**src/rtl/pwm_pkg.sv**
```systemverilog
// rtl/pwm_pkg.sv - shared mode encodings, capture states and default width for the timer/PWM/capture blocks
package pwm_pkg;

   localparam int PWM_WIDTH = 32;

   // The generator and the capture unit decode the same 2-bit control field differently.
   localparam logic [1:0] MODE_OFF     = 2'b00;
   localparam logic [1:0] MODE_TIMER   = 2'b01;
   localparam logic [1:0] MODE_PWM     = 2'b10;
   localparam logic [1:0] MODE_CAPTURE = 2'b01;
   localparam logic [1:0] MODE_SINGLE  = 2'b10;

   typedef enum logic [2:0] {
      IDLE         = 3'd0,
      WAIT_RISE    = 3'd1,
      MEASURE_HIGH = 3'd2,
      MEASURE_LOW  = 3'd3,
      DONE         = 3'd4
   } cap_state_e;

endpackage

```
**src/rtl/pwm_capture_edge_sync.sv**
```systemverilog
// rtl/pwm_capture_edge_sync.sv - pwm_in synchronizer with registered rise/fall detection
module edge_sync #(
   parameter int SYNC_STAGES = 2
) (
   input  logic clk,
   input  logic reset,
   input  logic pwm_in,
   output logic sync,
   output logic rise,
   output logic fall
);

   logic [SYNC_STAGES-1:0] chain;
   logic                   prev;

   // sync is the level aligned with rise/fall, i.e. the previous-value register.
   assign sync = prev;

   always_ff @(posedge clk or posedge reset) begin
      if (reset) begin
         chain <= '0;
         prev  <= 1'b0;
         rise  <= 1'b0;
         fall  <= 1'b0;
      end else begin
         chain <= {chain[SYNC_STAGES-2:0], pwm_in};
         prev  <= chain[SYNC_STAGES-1];
         rise  <= chain[SYNC_STAGES-1] & ~prev;
         fall  <= ~chain[SYNC_STAGES-1] & prev;
      end
   end

endmodule

```
**src/rtl/pwm_capture.sv**
```systemverilog
// rtl/pwm_capture.sv - measures period and high time of an external PWM waveform in prescaled ticks
module pwm_capture
   import pwm_pkg::*;
#(
   parameter int WIDTH       = PWM_WIDTH,
   parameter int SYNC_STAGES = 2
) (
   input  logic             clk,
   input  logic             reset,
   input  logic [1:0]       control,
   input  logic [WIDTH-1:0] prescalor,
   input  logic [WIDTH-1:0] timeout,
   input  logic             pwm_in,
   output logic [WIDTH-1:0] period,
   output logic [WIDTH-1:0] high_time,
   output logic             cap_valid,
   output logic             timeout_flag,
   output logic             busy
);

   localparam logic [WIDTH-1:0] ONE = {{(WIDTH-1){1'b0}}, 1'b1};

   cap_state_e       state;
   logic [1:0]       prev_control;
   logic [WIDTH-1:0] cnt_pres;
   logic [WIDTH-1:0] cnt;
   logic [WIDTH-1:0] idle_cnt;
   logic [WIDTH-1:0] high_latch;
   logic [WIDTH-1:0] captured;
   logic             sync;
   logic             rise;
   logic             fall;
   logic             tick;
   logic             active;
   logic             timeout_hit;

   edge_sync #(.SYNC_STAGES(SYNC_STAGES)) u_edge_sync (
      .clk    (clk),
      .reset  (reset),
      .pwm_in (pwm_in),
      .sync   (sync),
      .rise   (rise),
      .fall   (fall)
   );

   assign tick     = (cnt_pres == prescalor);
   assign active   = (state == WAIT_RISE) || (state == MEASURE_HIGH) || (state == MEASURE_LOW);
   assign busy     = active;
   // A tick landing on the capture edge is counted, so N ticks of waveform read as N.
   assign captured = (tick && cnt != '1) ? cnt + ONE : cnt;
   // An edge in the same cycle always beats the timeout.
   assign timeout_hit = (timeout != '0) && tick && !rise && !fall &&
                        (idle_cnt >= timeout - ONE);

   always_ff @(posedge clk or posedge reset) begin
      if (reset) begin
         state        <= IDLE;
         prev_control <= MODE_OFF;
         cnt_pres     <= '0;
         cnt          <= '0;
         idle_cnt     <= '0;
         high_latch   <= '0;
         period       <= '0;
         high_time    <= '0;
         cap_valid    <= 1'b0;
         timeout_flag <= 1'b0;
      end else begin
         prev_control <= control;
         cap_valid    <= 1'b0;
         if (control != prev_control) begin
            cnt_pres     <= '0;
            cnt          <= '0;
            idle_cnt     <= '0;
            high_latch   <= '0;
            period       <= '0;
            high_time    <= '0;
            timeout_flag <= 1'b0;
            state        <= (control == MODE_CAPTURE || control == MODE_SINGLE) ? WAIT_RISE : IDLE;
         end else if (active) begin
            cnt_pres <= (tick || rise) ? '0 : cnt_pres + ONE;
            if (rise)
               cnt <= '0;
            else if (tick && cnt != '1)
               cnt <= cnt + ONE;
            if (rise || fall)
               idle_cnt <= '0;
            else if (tick && idle_cnt != '1)
               idle_cnt <= idle_cnt + ONE;

            if (timeout_hit) begin
               timeout_flag <= 1'b1;
               idle_cnt     <= '0;
               state        <= WAIT_RISE;
            end else begin
               case (state)
                  WAIT_RISE: if (rise) state <= MEASURE_HIGH;
                  MEASURE_HIGH: if (fall && !sync) begin
                     high_latch <= captured;
                     state      <= MEASURE_LOW;
                  end
                  MEASURE_LOW: if (rise) begin
                     period       <= captured;
                     high_time    <= high_latch;
                     cap_valid    <= 1'b1;
                     timeout_flag <= 1'b0;
                     state        <= (control == MODE_SINGLE) ? DONE : MEASURE_HIGH;
                  end
                  default: state <= state;
               endcase
            end
         end
      end
   end

endmodule

```
**config.mk**
```make
export PLATFORM = sky130hd
export DESIGN_NAME = pwm_capture
export DESIGN_NICKNAME = d
export VERILOG_FILES = /design/src/rtl/pwm_pkg.sv /design/src/rtl/pwm_capture_edge_sync.sv /design/src/rtl/pwm_capture.sv
export SDC_FILE = /design/constraint.sdc
export NUM_CORES = 1
export LEC_CHECK = 0
export ABC_AREA = 0
export BUFFER_PORTS_ARGS = -buffer_cell sky130_fd_sc_hd__buf_2
export CAP_MARGIN = 20
export CORE_UTILIZATION = 45
export DETAILED_ROUTE_END_ITERATION = 8
export PLACE_DENSITY = 0.75
export SETUP_SLACK_MARGIN = 0.05
export SYNTH_ARGS = -nofsm -noshare
export SYNTH_HDL_FRONTEND = slang
export SYNTH_SLANG_ARGS = --single-unit
```
**constraint.sdc**
```tcl
create_clock -name clk -period 20.9 [get_ports clk]
set_clock_uncertainty 0.15 [all_clocks]
set_input_delay 4.18 -clock clk [delete_from_list [all_inputs] [get_ports clk]]
set_output_delay 4.18 -clock clk [all_outputs]
set_load 0.005 [all_outputs]
```
* Word level (Yosys, flattened, before mapping)
Cells that the tools add are included.
Word-level totals: flip-flop bits (word level) 204, input port bits 69, word-level logic and storage cells 112
Operators by class: add/subtract/negate cells 4, order comparisons 1, equal/unequal tests 13, mux-type cells 46, bitwise operators 4, reduce and logical (&&, ||, !) cells 30
Operator list (count):
- $mux 32 | 27
- $add 32x1->32 const B | 3
- $ne 32x32->1 const B | 2
- $eq 32x32->1 | 1
- $ge 32x32->1 | 1
- $reduce_bool 32->1 | 1
- $sub 32x1->32 const B | 1
- $mux 3 | 7
- $ne 4x2->1 const B | 3
- $mux 1 | 11
- $reduce_bool 2->1 | 5
- $pmux 3 s3 | 1
- $reduce_and 4->1 | 2
- $logic_and 1x1->1 | 7
- $eq 3x2->1 const B | 2
- $reduce_bool 3->1 | 2
- $logic_or 1x1->1 | 5
- $reduce_and 5->1 | 1
- $reduce_bool 5->1 | 1
- $reduce_bool 4->1 | 1
- $eq 3x1->1 const B | 1
- $logic_not 1->1 | 3
- $reduce_and 3->1 | 1
- $and 1x1->1 | 2
- 6 further kinds | 7

* Depth between registers and ports, before layout
depth after elaboration 8, depth in mapped cells 18

* Cells and area by module
Synthesis repeated with hierarchy kept, for this count alone.
Unflattened totals: cell total of the unflattened synthesis 1223, area total of the unflattened synthesis 11150.7 µm²
By module, submodules not included:
- pwm_capture | instances 1, cells an instance 1215, area each 11006.8 µm², seq. area each 4979.8 µm²
- edge_sync | instances 1, cells an instance 8, area each 143.9 µm², seq. area each 125.1 µm²

* Worst setup path after synthesis
Ideal clock, no wire load.
path kind in2reg, from input port timeout[7], to register idle_cnt[20], data arrival time 8.516 ns, required time 20.671 ns, setup slack 12.155 ns, stages on the path 17, cell sequence or4_4 > or4_4 > nand2b_1 > or2_1 > nor4_4 > nand3b_1 > nor4_2 > xnor2_1 > ha_1 > nand4_1 > nor4_1 > o311ai_0 > a211oi_4 > nor3_2 > buf_4 > nor4_1 > mux2i_1
On the way: word-level cells in the longest chain between the ends 8
RTL lines:
- start, declared | line pwm_capture.sv:12 | input logic [WIDTH-1:0] timeout,
- parallel branches: the longest is 4 deep, another holds $sub 32x1->32
- $logic_and 1x1->1 * | line pwm_capture.sv:52 | assign timeout_hit = (timeout != '0) && tick && !rise && !fall &&
- $mux 32 | line pwm_capture.sv:90 | if (timeout_hit) begin
- $mux 32 | line pwm_capture.sv:79 | end else if (active) begin
- $mux 32 | line pwm_capture.sv:70 | if (control != prev_control) begin
- end signal, assigned | line pwm_capture.sv:88 | idle_cnt <= idle_cnt + ONE;
- end, declared | line pwm_capture.sv:27 | logic [WIDTH-1:0] idle_cnt;
Mark *: on every way between the ends. The select of a mux whose other input is x is not followed. A chain may end at the register's enable or synchronous reset.

* Final worst setup path
from input port timeout[2], to register idle_cnt[30]
Same word-level chain as after synthesis.

==> report_table.html <==
<table>
<tr><th>Metric</th><th>Value</th></tr>
<tr><th colspan="2">Clocking</th></tr>
<tr><td>Root buffer cell</td><td>clkbuf_16</td></tr>
<tr><td>Hold buffer count at cts</td><td>0</td></tr>
<tr><td>Later-pin clock latency in the skew report</td><td>500 ps</td></tr>
<tr><td>Post-CTS Resized</td><td>0</td></tr>
<tr><td>Clock-pin slew on the worst setup and hold paths</td><td>about 60 ps</td></tr>
<tr><td>Total clock buffers created by CTS</td><td>22</td></tr>
<tr><td>TritonCTS clock tree</td><td>built</td></tr>
<tr><td>CTS sink count</td><td>204</td></tr>
<tr><td>Worst-case clock buffer depth</td><td>3</td></tr>
<tr><td>H-tree levels</td><td>1</td></tr>
<tr><td>Post-CTS setup buffer count</td><td>0</td></tr>
<tr><th colspan="2">Place</th></tr>
<tr><td>DP Worst Slack</td><td>around 11000 ps</td></tr>
<tr><td>Buffers added on ports</td><td>135</td></tr>
<tr><td>HPWL after detailed placement</td><td>18600 µm</td></tr>
<tr><td>Final GP Congestion</td><td>about 0.86</td></tr>
<tr><th colspan="2">Min path</th></tr>
<tr><td>Hold wc startpoint</td><td>u_edge_sync.chain[0]$_DFF_PP0_</td></tr>
<tr><td>Path class of the lowest-slack min-delay path</td><td>reg2reg</td></tr>
<tr><th colspan="2">Timing</th></tr>
<tr><td>Post-layout minimum cycle time</td><td>9450 ps</td></tr>
<tr><td>Normalized max-slew margin</td><td>between 20% and 30%</td></tr>
<tr><td>Final Hold Violating Endpoints</td><td>0</td></tr>
<tr><td>Maximum clock rate</td><td>106 MHz</td></tr>
<tr><td>Final setup fails</td><td>0</td></tr>
<tr><td>Count of pins over their slew limit</td><td>0</td></tr>
<tr><td>Setup slack of the critical path after layout</td><td>11450 ps</td></tr>
<tr><td>Setup TNS after final layout</td><td>0 ps</td></tr>
<tr><td>Post-route fraction of the period consumed by the critical path</td><td>45.2%</td></tr>
<tr><td>Unrepaired setup endpoints after global routing</td><td>false</td></tr>
<tr><td>Slew at the pin closest to its max-slew limit</td><td>1060 ps</td></tr>
<tr><th colspan="2">Die</th></tr>
<tr><td>Boundary pin count</td><td>136</td></tr>
<tr><td>CORE AREA</td><td>24500 µm²</td></tr>
<tr><td>Initial core utilization</td><td>a little under half</td></tr>
<tr><td>Overall die width</td><td>161 µm</td></tr>
<tr><td>Die outline height</td><td>161 µm</td></tr>
<tr><td>Die Footprint</td><td>25800 µm²</td></tr>
<tr><td>FP Rows</td><td>57</td></tr>
<tr><th colspan="2">Setup path</th></tr>
<tr><td>Most used cell along the critical path</td><td>nor4_1</td></tr>
<tr><td>Origin of the worst setup path</td><td>timeout[2]</td></tr>
<tr><td>Max Fanout on Critical Path</td><td>17</td></tr>
<tr><td>Max incr delay on CP</td><td>900 ps</td></tr>
<tr><td>Worst EP arrival</td><td>between 9000 and 10000 ps</td></tr>
<tr><td>Cell breakdown of the critical path</td><td>buf_2 -&gt; nor4_1 -&gt; nor4b_1 -&gt; nand2b_1 -&gt; or2_1 -&gt; nor4_4 -&gt; nand3b_1 -&gt; nor4_2 -&gt; xnor2_1 -&gt; ha_1 -&gt; nand4_1 -&gt; nor4_1 -&gt; o311ai_0 -&gt; a211oi_4 -&gt; nor3_2 -&gt; or4_1 -&gt; a21oi_1</td></tr>
<tr><td>Start of the worst register-to-register path</td><td>cnt_pres[20]$_DFFE_PP0P_</td></tr>
<tr><td>Slowest-stage cell, CP</td><td>a211oi_4</td></tr>
<tr><td>Nature of the critical path endpoint</td><td>flip-flop</td></tr>
<tr><td>Startpoint Class</td><td>input port</td></tr>
<tr><td>Required time reported for the critical path endpoint</td><td>21170 ps</td></tr>
<tr><td>Critical Setup Path Class</td><td>in2reg</td></tr>
<tr><th colspan="2">Synthesis</th></tr>
<tr><td>Post-Syn Instances</td><td>between 1000 and 1500</td></tr>
<tr><td>EDFF count, synth</td><td>0</td></tr>
<tr><td>YS warnings</td><td>0</td></tr>
<tr><td>Avg Inst Size Synth</td><td>9.12 µm²</td></tr>
<tr><td>Top flip-flop cell by instance count after synthesis</td><td>dfrtp_1</td></tr>
<tr><td>FFs w/ async S/R, synth</td><td>100%</td></tr>
<tr><td>Sequential element share of the synthesized area</td><td>a little under half</td></tr>
<tr><td>Register bit count reported by yosys</td><td>a little over 200</td></tr>
<tr><td>Number of library cell types mapped by synthesis</td><td>a little under 70</td></tr>
<tr><td>Post-synth net total</td><td>1349</td></tr>
<tr><td>Netlist area before placement</td><td>11300 µm²</td></tr>
<tr><th colspan="2">Global route</th></tr>
<tr><td>Vias in the first global route</td><td>between 9000 and 10000</td></tr>
<tr><td>GRT Total Usage</td><td>21.5%</td></tr>
<tr><td>First-pass GRT wire length</td><td>about 46000 µm</td></tr>
<tr><td>Number of antenna violations at the first check in global routing</td><td>0</td></tr>
<tr><td>GR Overflow Total</td><td>0</td></tr>
<tr><td>Maximum number of pins on one net before global-route repair</td><td>141</td></tr>
<tr><th colspan="2">Route</th></tr>
<tr><td>Detailed-route DRC error count</td><td>0</td></tr>
<tr><td>DR vias</td><td>9681</td></tr>
<tr><td>DR vias/cell</td><td>5.75</td></tr>
<tr><td>Number of iterations in the first detailed-routing pass</td><td>5</td></tr>
<tr><td>Final WL</td><td>27200 µm</td></tr>
<tr><td>Detailed-route wire length per cell</td><td>16.1 µm</td></tr>
<tr><td>Remaining number of nets flagged by the antenna check after routing</td><td>0</td></tr>
<tr><td>Count of routing violations after the opening detailed-route iteration</td><td>995</td></tr>
<tr><th colspan="2">Run status</th></tr>
<tr><td>Run status</td><td>completed</td></tr>
<tr><th colspan="2">Power</th></tr>
<tr><td>Cell internal pwr</td><td>688 µW</td></tr>
<tr><td>Fraction of power spent switching nets</td><td>a little under a quarter</td></tr>
<tr><td>Fraction of power consumed by the clock network</td><td>47.8%</td></tr>
<tr><td>Combinational power share</td><td>7.5%</td></tr>
<tr><td>Peak supply drop</td><td>between 0.00004 and 0.00005 V</td></tr>
<tr><td>Static Leakage</td><td>approximately 0.0056 µW</td></tr>
<tr><td>Power spent charging and discharging nets</td><td>207 µW</td></tr>
<tr><td>Fraction of power consumed by sequential logic</td><td>roughly 45%</td></tr>
<tr><td>Pwr dens</td><td>68.5 nW/µm²</td></tr>
<tr><th colspan="2">Final layout</th></tr>
<tr><td>Final Net Count</td><td>~1500</td></tr>
<tr><td>Highest-count cells in the layout ignoring fill and taps</td><td>dfrtp_1, nand2_1, buf_2, a21oi_1, o21ai_0</td></tr>
<tr><td>Commonest non-fill, non-tap cell in the layout</td><td>dfrtp_1</td></tr>
<tr><td>Diodes inserted</td><td>0</td></tr>
<tr><td>Proportion of layout cells with a drive suffix above 1</td><td>15.6%</td></tr>
<tr><td>Area growth from synthesis to final layout</td><td>15.2%</td></tr>
<tr><th colspan="2">Job</th></tr>
<tr><td>Reported max-cap violation count</td><td>0</td></tr>
</table>
cells by family after synthesis:
| group | Yosys count | synth area share [%] |
|---|---|---|
| AOI/OAI and AO/OA | 343 | 17.5 |
| xor gates and xnor gates | 119 | 9.20 |
| adders and majority gates | 37 | 4.08 |
| buffers and inverters | 87 | 2.98 |
| DFF | 204 | 45.0 |
| muxes | 7 | 0.629 |
| and+or+nand+nor | 446 | 20.5 |
metrics by stage:
step,hold slack [ps],utilization (%),instance area [µm²],power [µW],cells
6_report,202,53.2,13100,894,1684
5_1_grt,229,53.2,13100,926,1684
4_1_cts,206,53.2,13100,901,1684
3_5_place_dp,189,49.9,12200,474,1644
3_3_place_gp,188,49.9,12200,472,1644
2_1_floorplan,181,-,11300,450,1243
power groups by stage:
stage	logic (µW)	registers, µW	clock network [µW]
finish	67.4	399	428
global placement	66.2	406	0
detailed placement	67.7	406	0
floorplan	44.6	405	0
global route	75.6	399	451
CTS	68.0	399	434
layer usage:
layer	routed length, µm	vias up	part of all wire, %	GRT usage [%]
li1	-	4667	-	-
met1	12800	4681	47	31.5
met4	352	0	1.3	4.67
met2	12600	309	46	34.3
met5	0	-	0	0
met3	1380	24	5.1	2.40
area by class of cell:
cell class                      count  area, µm²
Clock buffer                       28        614
Timing Repair Buffer              144        743
Clock inverter                     12        189
Sequential cell                   204       5100
Multi-Input combinational cell    952       5910
Tap cell                          324        405
Inverter                           20       82.6
Fill cell                        2187      11500
sequential cells by signal, summed over array words and instances (netlist names):
signal,cells
prev_control,2
period,32
u_edge_sync.sync,1
cnt_pres,32
cap_valid,1
u_edge_sync.rise,1
state,3
high_time,32
high_latch,32
u_edge_sync.fall,1
u_edge_sync.chain,2
cnt,32
timeout_flag,1
idle_cnt,32
worst max-delay path: cells and delay by family:
kind,cells,cell delay [ps]
XOR/XNOR,1,110
adder cells (fa/ha/maj),1,300
buffers and inverters,1,130
AO/OA/AOI/OAI,3,1350
AND/OR/NAND/NOR,11,3640
path summary, 6_finish.rpt:
path / endpoint / cells after the start / slack (ps)
setup / recovery: idle_cnt[30]$_DFFE_PP0P_ / 17 / 11450
min in group asynchronous: high_time[6]$_DFFE_PP0P_ / 2 / 3750
hold reg to reg: u_edge_sync.chain[1]$_DFF_PP0_ / 0 / 200
max in group asynchronous: high_latch[27]$_DFFE_PP0P_ / 3 / 15420
setup reg to reg: idle_cnt[30]$_DFFE_PP0P_ / 8 / 16860
hold / removal: u_edge_sync.chain[1]$_DFF_PP0_ / 0 / 200
Yosys cell counts (2+ instances only):
cell type	n	area, µm²
a211oi_1	5	37.5
a21o_1	10	75.1
a21oi_1	130	651
a22o_1	7	61.3
a22oi_1	2	15.0
a31oi_1	16	100
a41oi_1	5	43.8
and2_1	9	56.3
and3_1	22	138
and4_1	14	123
buf_2	6	30.0
clkbuf_1	60	225
dfrtp_1	204	5100
ha_1	37	463
inv_1	20	75.1
mux2i_1	6	60.1
nand2_1	137	514
nand2b_1	14	87.6
nand3_1	36	180
nand3b_1	3	22.5
nand4_1	39	244
nor2_1	84	315
nor2b_1	4	25.0
nor3_1	22	110
nor3b_1	3	22.5
nor4_1	13	81.3
nor4_2	2	25.0
nor4_4	2	42.5
nor4b_1	2	17.5
o211ai_1	4	30.0
o21a_1	3	22.5
o21ai_0	122	611
o21ai_1	6	30.0
o22ai_1	2	12.5
o31ai_1	15	113
or2_1	2	12.5
or2_2	4	25.0
or3_1	19	119
or3b_2	2	17.5
or4_1	3	22.5
or4_4	2	22.5
xnor2_1	83	727
xor2_1	36	315
No activity file was read; power rests on OpenSTA's default activity.
